==> config.mk <==
export PLATFORM = sky130hd
export DESIGN_NAME = vip_matrix_3x3_gen
export DESIGN_NICKNAME = d
export VERILOG_FILES = /design/src/rtl/vip_pkg.sv /design/src/rtl/vip_sync_delay.sv /design/src/rtl/vip_matrix_3x3_gen.sv
export SDC_FILE = /design/constraint.sdc
export NUM_CORES = 1
export LEC_CHECK = 0
export BUFFER_PORTS_ARGS = -buffer_cell sky130_fd_sc_hd__buf_2
export CAP_MARGIN = 20
export CELL_PAD_IN_SITES_DETAIL_PLACEMENT = 0
export CELL_PAD_IN_SITES_GLOBAL_PLACEMENT = 1
export CORE_AREA = 2 2 115 128
export DETAILED_ROUTE_END_ITERATION = 16
export DIE_AREA = 0 0 117 130
export HOLD_SLACK_MARGIN = 0.03
export PLACE_DENSITY_LB_ADDON = 0.1
export SLEW_MARGIN = 20
export SYNTH_ARGS = -nofsm -noshare
export SYNTH_HDL_FRONTEND = slang
export SYNTH_SLANG_ARGS = --single-unit
export TNS_END_PERCENT = 50
==> constraint.sdc <==
create_clock -name clock -period 3.7 [get_ports clock]
set_input_delay 0.185 -clock clock [delete_from_list [all_inputs] [get_ports clock]]
set_output_delay 0.185 -clock clock [all_outputs]
set_load 0.02 [all_outputs]
==> src/rtl/vip_pkg.sv <==
// Shared constants and types for the VIP 3x3 window path and its downstream
// operators (state encoding, default widths, sync-path latency).
package vip_pkg;

  localparam int unsigned DATA_W_DEF = 8;
  localparam int unsigned CNT_W_DEF  = 10;

  localparam logic WAIT_FRAME = 1'b0;
  localparam logic ACTIVE     = 1'b1;

  // Input-to-window latency in clocks; downstream sync alignment keys off this.
  localparam int unsigned PIPE_LAT = 2;

  typedef struct packed {
    logic vsync;
    logic href;
    logic clken;
  } sync_t;

endpackage

==> src/rtl/vip_sync_delay.sv <==
// N-stage register delay of the {vsync, href, clken} frame sync bundle,
// shared by the window generator and the Sobel stage.
module vip_sync_delay
  import vip_pkg::*;
#(
  parameter int unsigned DEPTH = PIPE_LAT
) (
  input  logic i_clock,
  input  logic i_rst_n,
  input  logic i_vsync,
  input  logic i_href,
  input  logic i_clken,
  output logic o_vsync,
  output logic o_href,
  output logic o_clken
);

  sync_t w_in;
  assign w_in = {i_vsync, i_href, i_clken};

  for (genvar g = 0; g < DEPTH; g++) begin : g_stage
    sync_t r_q;
    if (g == 0) begin : g_head
      always_ff @(posedge i_clock) begin
        if (!i_rst_n) r_q <= '0;
        else          r_q <= w_in;
      end
    end else begin : g_tail
      always_ff @(posedge i_clock) begin
        if (!i_rst_n) r_q <= '0;
        else          r_q <= g_stage[g-1].r_q;
      end
    end
  end

  assign o_vsync = g_stage[DEPTH-1].r_q.vsync;
  assign o_href  = g_stage[DEPTH-1].r_q.href;
  assign o_clken = g_stage[DEPTH-1].r_q.clken;

endmodule

==> src/rtl/vip_matrix_3x3_gen.sv <==
// 3x3 window generator: registers the current row and two line-buffer taps,
// shifts them into a window, tracks row/column and applies border fill.
// Define VIP_BORDER_REPLICATE_EN to replicate edge pixels instead of zero fill.
module vip_matrix_3x3_gen
  import vip_pkg::*;
#(
  parameter int unsigned DATA_W = DATA_W_DEF,
  parameter int unsigned CNT_W  = CNT_W_DEF
) (
  input  logic              clock,
  input  logic              rst_n,
  input  logic              per_frame_vsync,
  input  logic              per_frame_href,
  input  logic              per_frame_clken,
  input  logic [DATA_W-1:0] row_cur,
  input  logic [DATA_W-1:0] row_prev1,
  input  logic [DATA_W-1:0] row_prev2,
  output logic              post_frame_vsync,
  output logic              post_frame_href,
  output logic              post_frame_clken,
  output logic [DATA_W-1:0] matrix_p11,
  output logic [DATA_W-1:0] matrix_p12,
  output logic [DATA_W-1:0] matrix_p13,
  output logic [DATA_W-1:0] matrix_p21,
  output logic [DATA_W-1:0] matrix_p22,
  output logic [DATA_W-1:0] matrix_p23,
  output logic [DATA_W-1:0] matrix_p31,
  output logic [DATA_W-1:0] matrix_p32,
  output logic [DATA_W-1:0] matrix_p33,
  output logic              matrix_valid
);

  localparam int unsigned ROW_W = 3 * DATA_W;

  logic r_state;
  logic r_vsync_d;
  logic w_vs_rise;
  logic w_in_en;

  assign w_vs_rise = per_frame_vsync & ~r_vsync_d;
  // The frame-start cycle itself must enter the pipe, so it opens the gate too.
  assign w_in_en   = (r_state == ACTIVE) | w_vs_rise;

  always_ff @(posedge clock) begin
    if (!rst_n) begin
      r_state   <= WAIT_FRAME;
      r_vsync_d <= 1'b0;
    end else begin
      r_vsync_d <= per_frame_vsync;
      if (w_vs_rise) r_state <= ACTIVE;
    end
  end

  logic [DATA_W-1:0] r_s1_cur;
  logic [DATA_W-1:0] r_s1_prev1;
  logic [DATA_W-1:0] r_s1_prev2;

  always_ff @(posedge clock) begin
    if (!rst_n) begin
      r_s1_cur   <= '0;
      r_s1_prev1 <= '0;
      r_s1_prev2 <= '0;
    end else begin
      r_s1_cur   <= row_cur;
      r_s1_prev1 <= row_prev1;
      r_s1_prev2 <= row_prev2;
    end
  end

  logic w_s1_vsync;
  logic w_s1_href;
  logic w_s1_clken;

  vip_sync_delay #(.DEPTH(1)) u_sync_s1 (
    .i_clock (clock),
    .i_rst_n (rst_n),
    .i_vsync (per_frame_vsync & w_in_en),
    .i_href  (per_frame_href  & w_in_en),
    .i_clken (per_frame_clken & w_in_en),
    .o_vsync (w_s1_vsync),
    .o_href  (w_s1_href),
    .o_clken (w_s1_clken)
  );

  vip_sync_delay #(.DEPTH(PIPE_LAT - 1)) u_sync_s2 (
    .i_clock (clock),
    .i_rst_n (rst_n),
    .i_vsync (w_s1_vsync),
    .i_href  (w_s1_href),
    .i_clken (w_s1_clken),
    .o_vsync (post_frame_vsync),
    .o_href  (post_frame_href),
    .o_clken (post_frame_clken)
  );

  // Window rows packed column 1 (oldest) at the MSB end, column 3 at the LSB end.
  logic [ROW_W-1:0] r_w1;
  logic [ROW_W-1:0] r_w2;
  logic [ROW_W-1:0] r_w3;
  logic             w_accept;

  assign w_accept = w_s1_href & w_s1_clken;

  always_ff @(posedge clock) begin
    if (!rst_n) begin
      r_w1 <= '0;
      r_w2 <= '0;
      r_w3 <= '0;
    end else if (w_accept) begin
      r_w1 <= {r_w1[2*DATA_W-1:0], r_s1_prev2};
      r_w2 <= {r_w2[2*DATA_W-1:0], r_s1_prev1};
      r_w3 <= {r_w3[2*DATA_W-1:0], r_s1_cur};
    end
  end

  // Edges are taken between stage 1 and the final stage, so the counters
  // describe the pixel held in p33 (valid while the final stage is stage 2).
  logic [CNT_W-1:0] r_row_cnt;
  logic [CNT_W-1:0] r_col_cnt;
  logic             r_col_any;
  logic             w_href_fall;
  logic             w_vs_rise_s1;

  assign w_href_fall  = ~w_s1_href & post_frame_href;
  assign w_vs_rise_s1 = w_s1_vsync & ~post_frame_vsync;

  always_ff @(posedge clock) begin
    if (!rst_n) begin
      r_row_cnt <= '0;
      r_col_cnt <= '0;
      r_col_any <= 1'b0;
    end else begin
      if (w_vs_rise_s1) begin
        r_row_cnt <= '0;
      end else if (w_href_fall && (r_row_cnt != '1)) begin
        r_row_cnt <= r_row_cnt + CNT_W'(1);
      end

      if (!w_s1_href) begin
        r_col_cnt <= '0;
        r_col_any <= 1'b0;
      end else if (w_s1_clken) begin
        r_col_any <= 1'b1;
        if (!r_col_any) begin
          r_col_cnt <= '0;
        end else if (r_col_cnt != '1) begin
          r_col_cnt <= r_col_cnt + CNT_W'(1);
        end
      end
    end
  end

  logic w_row1_ok;
  logic w_row2_ok;
  logic w_col1_ok;
  logic w_col2_ok;

  assign w_row1_ok = (r_row_cnt >= CNT_W'(2));
  assign w_row2_ok = (r_row_cnt >= CNT_W'(1));
  assign w_col1_ok = (r_col_cnt >= CNT_W'(2));
  assign w_col2_ok = (r_col_cnt >= CNT_W'(1));

  assign matrix_valid = post_frame_clken & post_frame_href & w_row1_ok & w_col1_ok;

  logic [ROW_W-1:0] w_r1;
  logic [ROW_W-1:0] w_r2;
  logic [ROW_W-1:0] w_r3;

  always_comb begin
    w_r1 = r_w1;
    w_r2 = r_w2;
    w_r3 = r_w3;
`ifdef VIP_BORDER_REPLICATE_EN
    // Columns first, so a missing row copies an already column-filled row.
    if (!w_col1_ok) begin
      w_r1[ROW_W-1 -: DATA_W] = r_w1[DATA_W-1:0];
      w_r2[ROW_W-1 -: DATA_W] = r_w2[DATA_W-1:0];
      w_r3[ROW_W-1 -: DATA_W] = r_w3[DATA_W-1:0];
    end
    if (!w_col2_ok) begin
      w_r1[2*DATA_W-1 -: DATA_W] = r_w1[DATA_W-1:0];
      w_r2[2*DATA_W-1 -: DATA_W] = r_w2[DATA_W-1:0];
      w_r3[2*DATA_W-1 -: DATA_W] = r_w3[DATA_W-1:0];
    end
    if (!w_row2_ok) w_r2 = w_r3;
    if (!w_row1_ok) w_r1 = w_r2;
`else
    if (!w_col1_ok) begin
      w_r1[ROW_W-1 -: DATA_W] = '0;
      w_r2[ROW_W-1 -: DATA_W] = '0;
      w_r3[ROW_W-1 -: DATA_W] = '0;
    end
    if (!w_col2_ok) begin
      w_r1[2*DATA_W-1 -: DATA_W] = '0;
      w_r2[2*DATA_W-1 -: DATA_W] = '0;
      w_r3[2*DATA_W-1 -: DATA_W] = '0;
    end
    if (!w_row2_ok) w_r2 = '0;
    if (!w_row1_ok) w_r1 = '0;
`endif
  end

  assign matrix_p11 = w_r1[ROW_W-1 -: DATA_W];
  assign matrix_p12 = w_r1[2*DATA_W-1 -: DATA_W];
  assign matrix_p13 = w_r1[DATA_W-1:0];
  assign matrix_p21 = w_r2[ROW_W-1 -: DATA_W];
  assign matrix_p22 = w_r2[2*DATA_W-1 -: DATA_W];
  assign matrix_p23 = w_r2[DATA_W-1:0];
  assign matrix_p31 = w_r3[ROW_W-1 -: DATA_W];
  assign matrix_p32 = w_r3[2*DATA_W-1 -: DATA_W];
  assign matrix_p33 = w_r3[DATA_W-1:0];

endmodule

==> out/qor.csv, run 1 <==
stage,metric,value,unit
run,maxCapViolCount,0,
power_and_ir_drop,intPower,2.74,mW
die,num_rows,46,
place,dpl.hpwl,8320,um
global_route,grt_pass1_wl,20800,um
setup_path,r2r_start,u_sync_s1.o_clken,
sta,fin_setup_tns,0,ps
clocking,cts_setup_buffers,0,
yosys,ys_types,47,
setup_path,start_kind,register,
sta,worst_slack,867,ps
route,num_vias,4477,
die,ios,105,
final_layout,nets,759,
power_and_ir_drop,leakagePower,2.85,nW
clocking,cts_buffers,17,
die,core,14100,sq um
yosys,ys_seq_elements,125,
power_and_ir_drop,swShare,0.193,
yosys,netlist.area_leader.share,0.473,
sta,skew,5.72,ps
setup_path,crit_path_end_kind,primary output,
yosys,synth_area_leaders,"dfxtp_1 47%, nand2_1 11%, a21boi_0 11%",
route,wl_per_cell,13.8,um
place,numPortBuffers,104,
sta,finalSetupViolCount,0,
global_route,gr-total-overflow,0,
worst_hold_path,holdPathStages,2,
sta,worst_pin_slew,996,ps
setup_path,cp_cell_sequence,inv_1 > ha_1 > nor2_1 > nand3_1 > and4_1 > buf_2,
yosys,netlist_instances,614,
clocking,clk_pin_slew,60,ps
place,place_ws,1260,ps
sta,finalCriticalPeriod,2830,ps
yosys,async_reset_ff_frac,0,
route,first_pass_iters,4,
yosys,synth_common_cells,"160 x nand2_1, 125 x dfxtp_1, 74 x a21boi_0",
yosys,synth_flop_cell,dfxtp_1,
clocking,htreeDepth,4,
power_and_ir_drop,cellPowerDensity,497,nW/um^2
global_route,gr-usage-all-layers,0.178,
clocking,worstSkewPairLatency,420,ps
yosys,synth_nets,651,
final_layout,stdcell_count,927,
yosys,syn-cell-area,5290,sq um
clocking,cts_tree,built,
sta,rsz0062_at_grt,no,
setup_path,r2r_cells,4,
clocking,clockBufferDepth,2,
sta,fin_crit_sh,0.766,
power_and_ir_drop,pwr-share-seq,0.407,
sta,relSlewSlack,0.334,
yosys,synth_edf_count,0,
setup_path,r2r_slack,1560,ps
route,remaining_drc_errors,0,
setup_path,critPathArrivalTime,2650,ps
yosys,yosysSeqAreaShare,0.473,
run_status,outcome,finished clean,
die,die_height,130,um
sta,fmax,353,MHz
setup_path,cp_slowest_cell,nand3_1,
yosys,ys.warnings.count,0,
worst_hold_path,hold_end,r_w3[0],
place,post-place-cells,868,
power_and_ir_drop,comb_power_share,0.031,
route,ant_nets,0,
sta,final_max_slew_viol_count,0,
final_layout,fin_area,6830,sq um
setup_path,critical_path_class,register to primary output,
route,drt-initial-drc-count,232,
die,die_w,117,um
die,die-area,15200,sq um
global_route,grt_max_degree,74,
yosys,yosysTopAreaCell,dfxtp_1,
final_layout,regArea,2500,sq um
final_layout,insertedDiodeCount,0,
setup_path,worstReg2RegEnd,r_w3[5],
global_route,grt_pass1_vias,4189,
power_and_ir_drop,ir_worst_vdd,0.280,mV
final_layout,areaGrowthSynthToFinish,29.1,%
worst_hold_path,hold_start,rst_n,
yosys,synth_most_common_cell,nand2_1,
final_layout,multi_input_area,2530,sq um
setup_path,path_max_fanout,25,
sta,hold_violations,0,
final_layout,drive_gt1_frac,0.208,
worst_hold_path,hold_path.class,primary input to register,
route,vias_per_cell,4.83,
yosys,avgSynthCellArea,8.61,sq um
place,place.gp.congestion,0.842,
route,routed_wirelength,12800,um
setup_path,cp.required,3510,ps
clocking,postCtsResizedCells,0,
power_and_ir_drop,pwr-share-clk,0.563,
clocking,cts_num_sinks,125,
power_and_ir_drop,p_switching,0.652,mW
final_layout,n_fill_cell,1399,
clocking,cts-root-buf,clkbuf_16,
global_route,antenna_found_initial,0,
place,dpl_cell_area,5870,sq um
setup_path,cpPeakStageDelay,720,ps
die,start_util,0.375,
worst max path at each step:
stage | startpoint | end | slack, ps | cells after the start
6_report | r_col_cnt[0] | matrix_valid | 870 | 6
5_1_grt | r_col_cnt[0] | matrix_valid | 640 | 6
4_1_cts | r_col_cnt[0] | matrix_valid | 810 | 6
3_5_place_dp | r_col_cnt[0] | matrix_valid | 1260 | 6
3_3_place_gp | r_col_cnt[0] | matrix_valid | 1290 | 6
2_1_floorplan | r_col_cnt[2] | matrix_p12[4] | 2190 | 5
sequential cells by signal (all words and copies together), names as in the netlist, 8 cells and up:
signal      cells
r_s1_prev2      8
r_row_cnt      10
r_w3           24
r_col_cnt      10
r_w2           24
r_s1_cur        8
r_w1           24
r_s1_prev1      8
metrics by stage:
step | power, mW | utilization | hold slack, ps
after floorplan | 1.46 | - | 307
after global placement | 1.49 | 0.417 | 386
after detailed placement | 1.49 | 0.417 | 389
after CTS | 3.42 | 0.484 | 275
after global routing | 3.50 | 0.484 | 296
final | 3.39 | 0.484 | 262
logic make-up (layout without fill, tap and decap cells):
logic type                 after synthesis  after routing  share of synthesized area
muxes                                    2              2                    0.00402
and+or+nand+nor                        311            311                      0.296
xor gates and xnor gates                 4              4                    0.00663
DFF                                    125            125                      0.473
AOI/OAI and AO/OA                      109            109                      0.152
buffers and inverters                   55            176                     0.0492
adders and majority gates                8              8                     0.0189
layer usage:
metal / routed length [um] / part of all wire / up-vias / global-route usage
met5: 0 / 0 / - / 0
met4: 160 / 0.012 / 0 / 0.0602
met3: 595 / 0.046 / 16 / 0.0571
met2: 6170 / 0.48 / 105 / 0.291
met1: 5910 / 0.46 / 2097 / 0.221
li1: - / - / 2259 / -
cell usage in the layout, fill, tap and decap left out, types with 4 or more instances in the layout:
cell type      synthesis  layout
nand2_1              160     159
dfxtp_1              125     125
buf_2                 19     104
a21boi_0              74      74
and2_1                63      62
and3_1                35      35
dlygate4sd3_1          0      27
clkbuf_16              0      17
nor2_1                11      11
nand3_1               10      10
inv_1                  8       8
ha_1                   8       8
a21oi_1                7       7
o21ai_0                6       6
bufinv_16              0       6
nand4b_1               4       4
nand4_1                4       4
a31oi_1                4       4
buf_4                  8       4
final cells by class:
cell class | count | area share
Sequential cell | 125 | 0.367
Inverter | 8 | 0.00440
Multi-Input combinational cell | 434 | 0.371
Clock inverter | 11 | 0.0310
Timing Repair Buffer | 136 | 0.123
Tap cell | 192 | 0.0352
Clock buffer | 21 | 0.0689
critical path, delay by kind of cell (launching register included):
kind	cells	cell delay, ps
adders and majority gates	1	200
buffers and inverters	2	260
DFF	1	440
and+or+nand+nor	3	1340
what timing repair did:
| item | in CTS | in global routing |
|---|---|---|
| endpoints found under the setup margin | 0 | 0 |
| hold endpoints to repair | 27 | 0 |
| hold buffers | 27 | 0 |
power groups by stage:
stage	sequential (mW)	combinational [mW]	clock (mW)
after floorplan	1.40	0.0540	0
final	1.38	0.105	1.91
after global placement	1.41	0.0833	0
after CTS	1.38	0.107	1.94
after detailed placement	1.41	0.0843	0
after global routing	1.38	0.117	2.00
(Power assumes the default switching activity.)
==> inputs of run 2 (changes only) <==
Clock period 3.7 ns to 2.9 ns, I/O delays scaled along.
==> run 2 against run 1 <==
Net effect:
- worst hold slack worse by 59 ps
- power is 18% higher
- final cell count grew 0.32%
- critical path depth shrank 2
- final area fell by 1.2%
- first-iteration DRC count fell by 9.9%
- sequential share of layout area grew 0.43 points
- sequential power rose by 28%
==> out/qor.csv, run 2 (synthesis results as in run 1) <==
stage,metric,value,unit,change
run_status,outcome,finished clean,,
global_route,gr-usage-all-layers,0.177,,-0.000446
final_layout,drive_gt1_frac,0.213,,+0.00457
route,vias_per_cell,4.75,,-1.6%
final_layout,layout_common_cells,"159 x nand2_1, 125 x dfxtp_1, 104 x buf_2",,
place,place.gp.congestion,0.817,,-3.1%
worst_hold_path,hold_path.class,primary input to register,,
setup_path,critical_path_class,register to primary output,,
setup_path,cpPeakStageDelay,590,ps,-130 ps
setup_path,crit_path_start,r_row_cnt[2],,
route,first_pass_iters,4,,unchanged
clocking,htreeDepth,4,,unchanged
die,ios,105,,unchanged
sta,finalSetupViolCount,0,,unchanged
setup_path,critPathArrivalTime,2380,ps,-270 ps
power_and_ir_drop,comb_power_share,0.034,,+0.003
route,drt-initial-drc-count,209,,-9.9%
final_layout,areaGrowthSynthToFinish,27.6,%,
global_route,grt_pass1_vias,4183,,-0.14%
clocking,cts_buffers,17,,unchanged
place,dpl.hpwl,8250,um,-0.86%
clocking,cts_tree,built,,
place,dpl_cell_area,5880,sq um,+0.17%
sta,finalCriticalPeriod,2520,ps,
final_layout,n_fill_cell,1356,,-3.1%
final_layout,nets,762,,+0.40%
place,place_ws,799,ps,-462 ps
setup_path,crit_path_end_kind,primary output,,
route,num_vias,4418,,-1.3%
clocking,cts-root-buf,clkbuf_16,,
die,core,14100,sq um,unchanged
power_and_ir_drop,ir_worst_vdd,0.334,mV,+20%
sta,worst_pin_slew,865,ps,-131 ps
final_layout,fin_area,6750,sq um,-1.2%
final_layout,regArea,2500,sq um,unchanged
global_route,antenna_found_initial,0,,unchanged
clocking,clk_pin_slew,60,ps,about the same
clocking,clockBufferDepth,2,,unchanged
die,start_util,0.375,,unchanged
die,die-area,15200,sq um,unchanged
setup_path,start_kind,register,,
sta,worst_slack,379,ps,-488 ps
sta,rsz0062_at_grt,no,,
setup_path,cp_slowest_cell,nand3_1,,
clocking,cts_num_sinks,125,,unchanged
final_layout,insertedDiodeCount,0,,unchanged
sta,fin_setup_tns,0,ps,unchanged
power_and_ir_drop,swShare,0.219,,+0.0261
power_and_ir_drop,leakagePower,2.81,nW,-1.3%
final_layout,final_util,0.478,,-0.00559
global_route,grt_pass1_wl,20700,um,-0.40%
power_and_ir_drop,intPower,3.13,mW,+14%
final_layout,reg_top3,"r_w1 x24, r_w2 x24, r_w3 x24",,
route,ant_nets,0,,unchanged
power_and_ir_drop,p_switching,0.874,mW,+34%
power_and_ir_drop,pwr-share-seq,0.439,,+0.032
power_and_ir_drop,pwr-share-clk,0.527,,-0.036
clocking,worstSkewPairLatency,430,ps,about the same
place,numPortBuffers,104,,unchanged
die,die_height,130,um,unchanged
global_route,grt_max_degree,102,,+38%
route,remaining_drc_errors,0,,unchanged
power_and_ir_drop,cellPowerDensity,593,nW/um^2,+19%
route,routed_wirelength,13000,um,+1.5%
sta,fin_crit_sh,0.869,,
route,wl_per_cell,14.0,um,+1.2%
global_route,gr-total-overflow,0,,unchanged
final_layout,final_common_cell,nand2_1,,
setup_path,r2r_start,r_col_cnt[0],,
die,num_rows,46,,unchanged
worst_hold_path,hold_start,rst_n,,
run,maxCapViolCount,0,,unchanged
die,die_w,117,um,unchanged
sta,hold_violations,0,,unchanged
worst_hold_path,holdPathStages,3,,+1
setup_path,cp.required,2760,ps,-750 ps
sta,relSlewSlack,0.424,,+0.0899
setup_path,path_max_fanout,25,,unchanged
sta,fmax,397,MHz,
final_layout,multi_input_area,2530,sq um,unchanged
setup_path,r2r_cells,5,,+1
sta,final_max_slew_viol_count,0,,unchanged
clocking,cts_setup_buffers,0,,unchanged
setup_path,cp_cell_sequence,nor4_1 > nand3_1 > and4_1 > buf_2,,
sta,skew,9.34,ps,+3.62 ps
[run 2: changes by cell type in the layout (fill, tap and decap cells not counted)]
| cell | delta |
|---|---|
| buf_12 | -1 |
| buf_4 | +4 |
| bufinv_16 | -4 |
| clkbuf_1 | -1 |
| clkbuf_8 | -1 |
| clkinv_4 | +1 |
| clkinvlp_4 | +3 |
| inv_6 | +2 |
[run 2: final timing paths]
| check | to | slack (ps) |
|---|---|---|
| worst min-delay path | r_row_cnt[4] | 200 |
| worst max register to register | r_col_cnt[0] | 1140 |
| worst max-delay path | matrix_valid | 380 |
| worst min register to register | r_w2[0] | 450 |
[run 2: what timing repair did]
item | in CTS | in global routing
hold endpoints to repair | 27 | 0
gates resized for setup | 0 | 0
hold buffers | 27 | 0
[run 2: cell type report]
type,count,share of cell area
clock buffer,19,0.0671
timing repair buffer,139,0.126
tap,192,0.0356
sequential,125,0.371
clock inverter,13,0.0208
inverter,8,0.00445
multi-input combinational,434,0.375
[run 2: routing by layer]
layer / track usage / vias to the layer above / part of all wire
met1: 0.211 / 2032 / 0.45
met3: 0.0516 / 15 / 0.051
li1: - / 2264 / -
met4: 0.0761 / 0 / 0.018
met5: 0 / - / 0
met2: 0.297 / 107 / 0.48
[run 2: power by group through the flow]
stage | logic (mW) | registers, mW | clock network (mW)
after global routing | 0.150 | 1.76 | 2.23
final | 0.135 | 1.76 | 2.11
after detailed placement | 0.109 | 1.79 | 0
after floorplan | 0.0690 | 1.79 | 0
after global placement | 0.108 | 1.79 | 0
after CTS | 0.138 | 1.76 | 2.16
[run 2: stage by stage]
| step | std cells | hold slack (ps) | power [mW] |
|---|---|---|---|
| 2_1_floorplan | 614 | 267 | 1.86 |
| 3_3_place_gp | 871 | 347 | 1.90 |
| 3_5_place_dp | 871 | 350 | 1.90 |
| 4_1_cts | 930 | 204 | 4.05 |
| 5_1_grt | 930 | 271 | 4.14 |
| 6_report | 930 | 203 | 4.00 |
[run 2: worst max-delay path, delay by kind of cell (launching register included)]
| kind | cells | cell delay (ps) |
|---|---|---|
| AND/OR/NAND/NOR | 3 | 1430 |
| flip-flops | 1 | 370 |
| buffers and inverters | 1 | 150 |
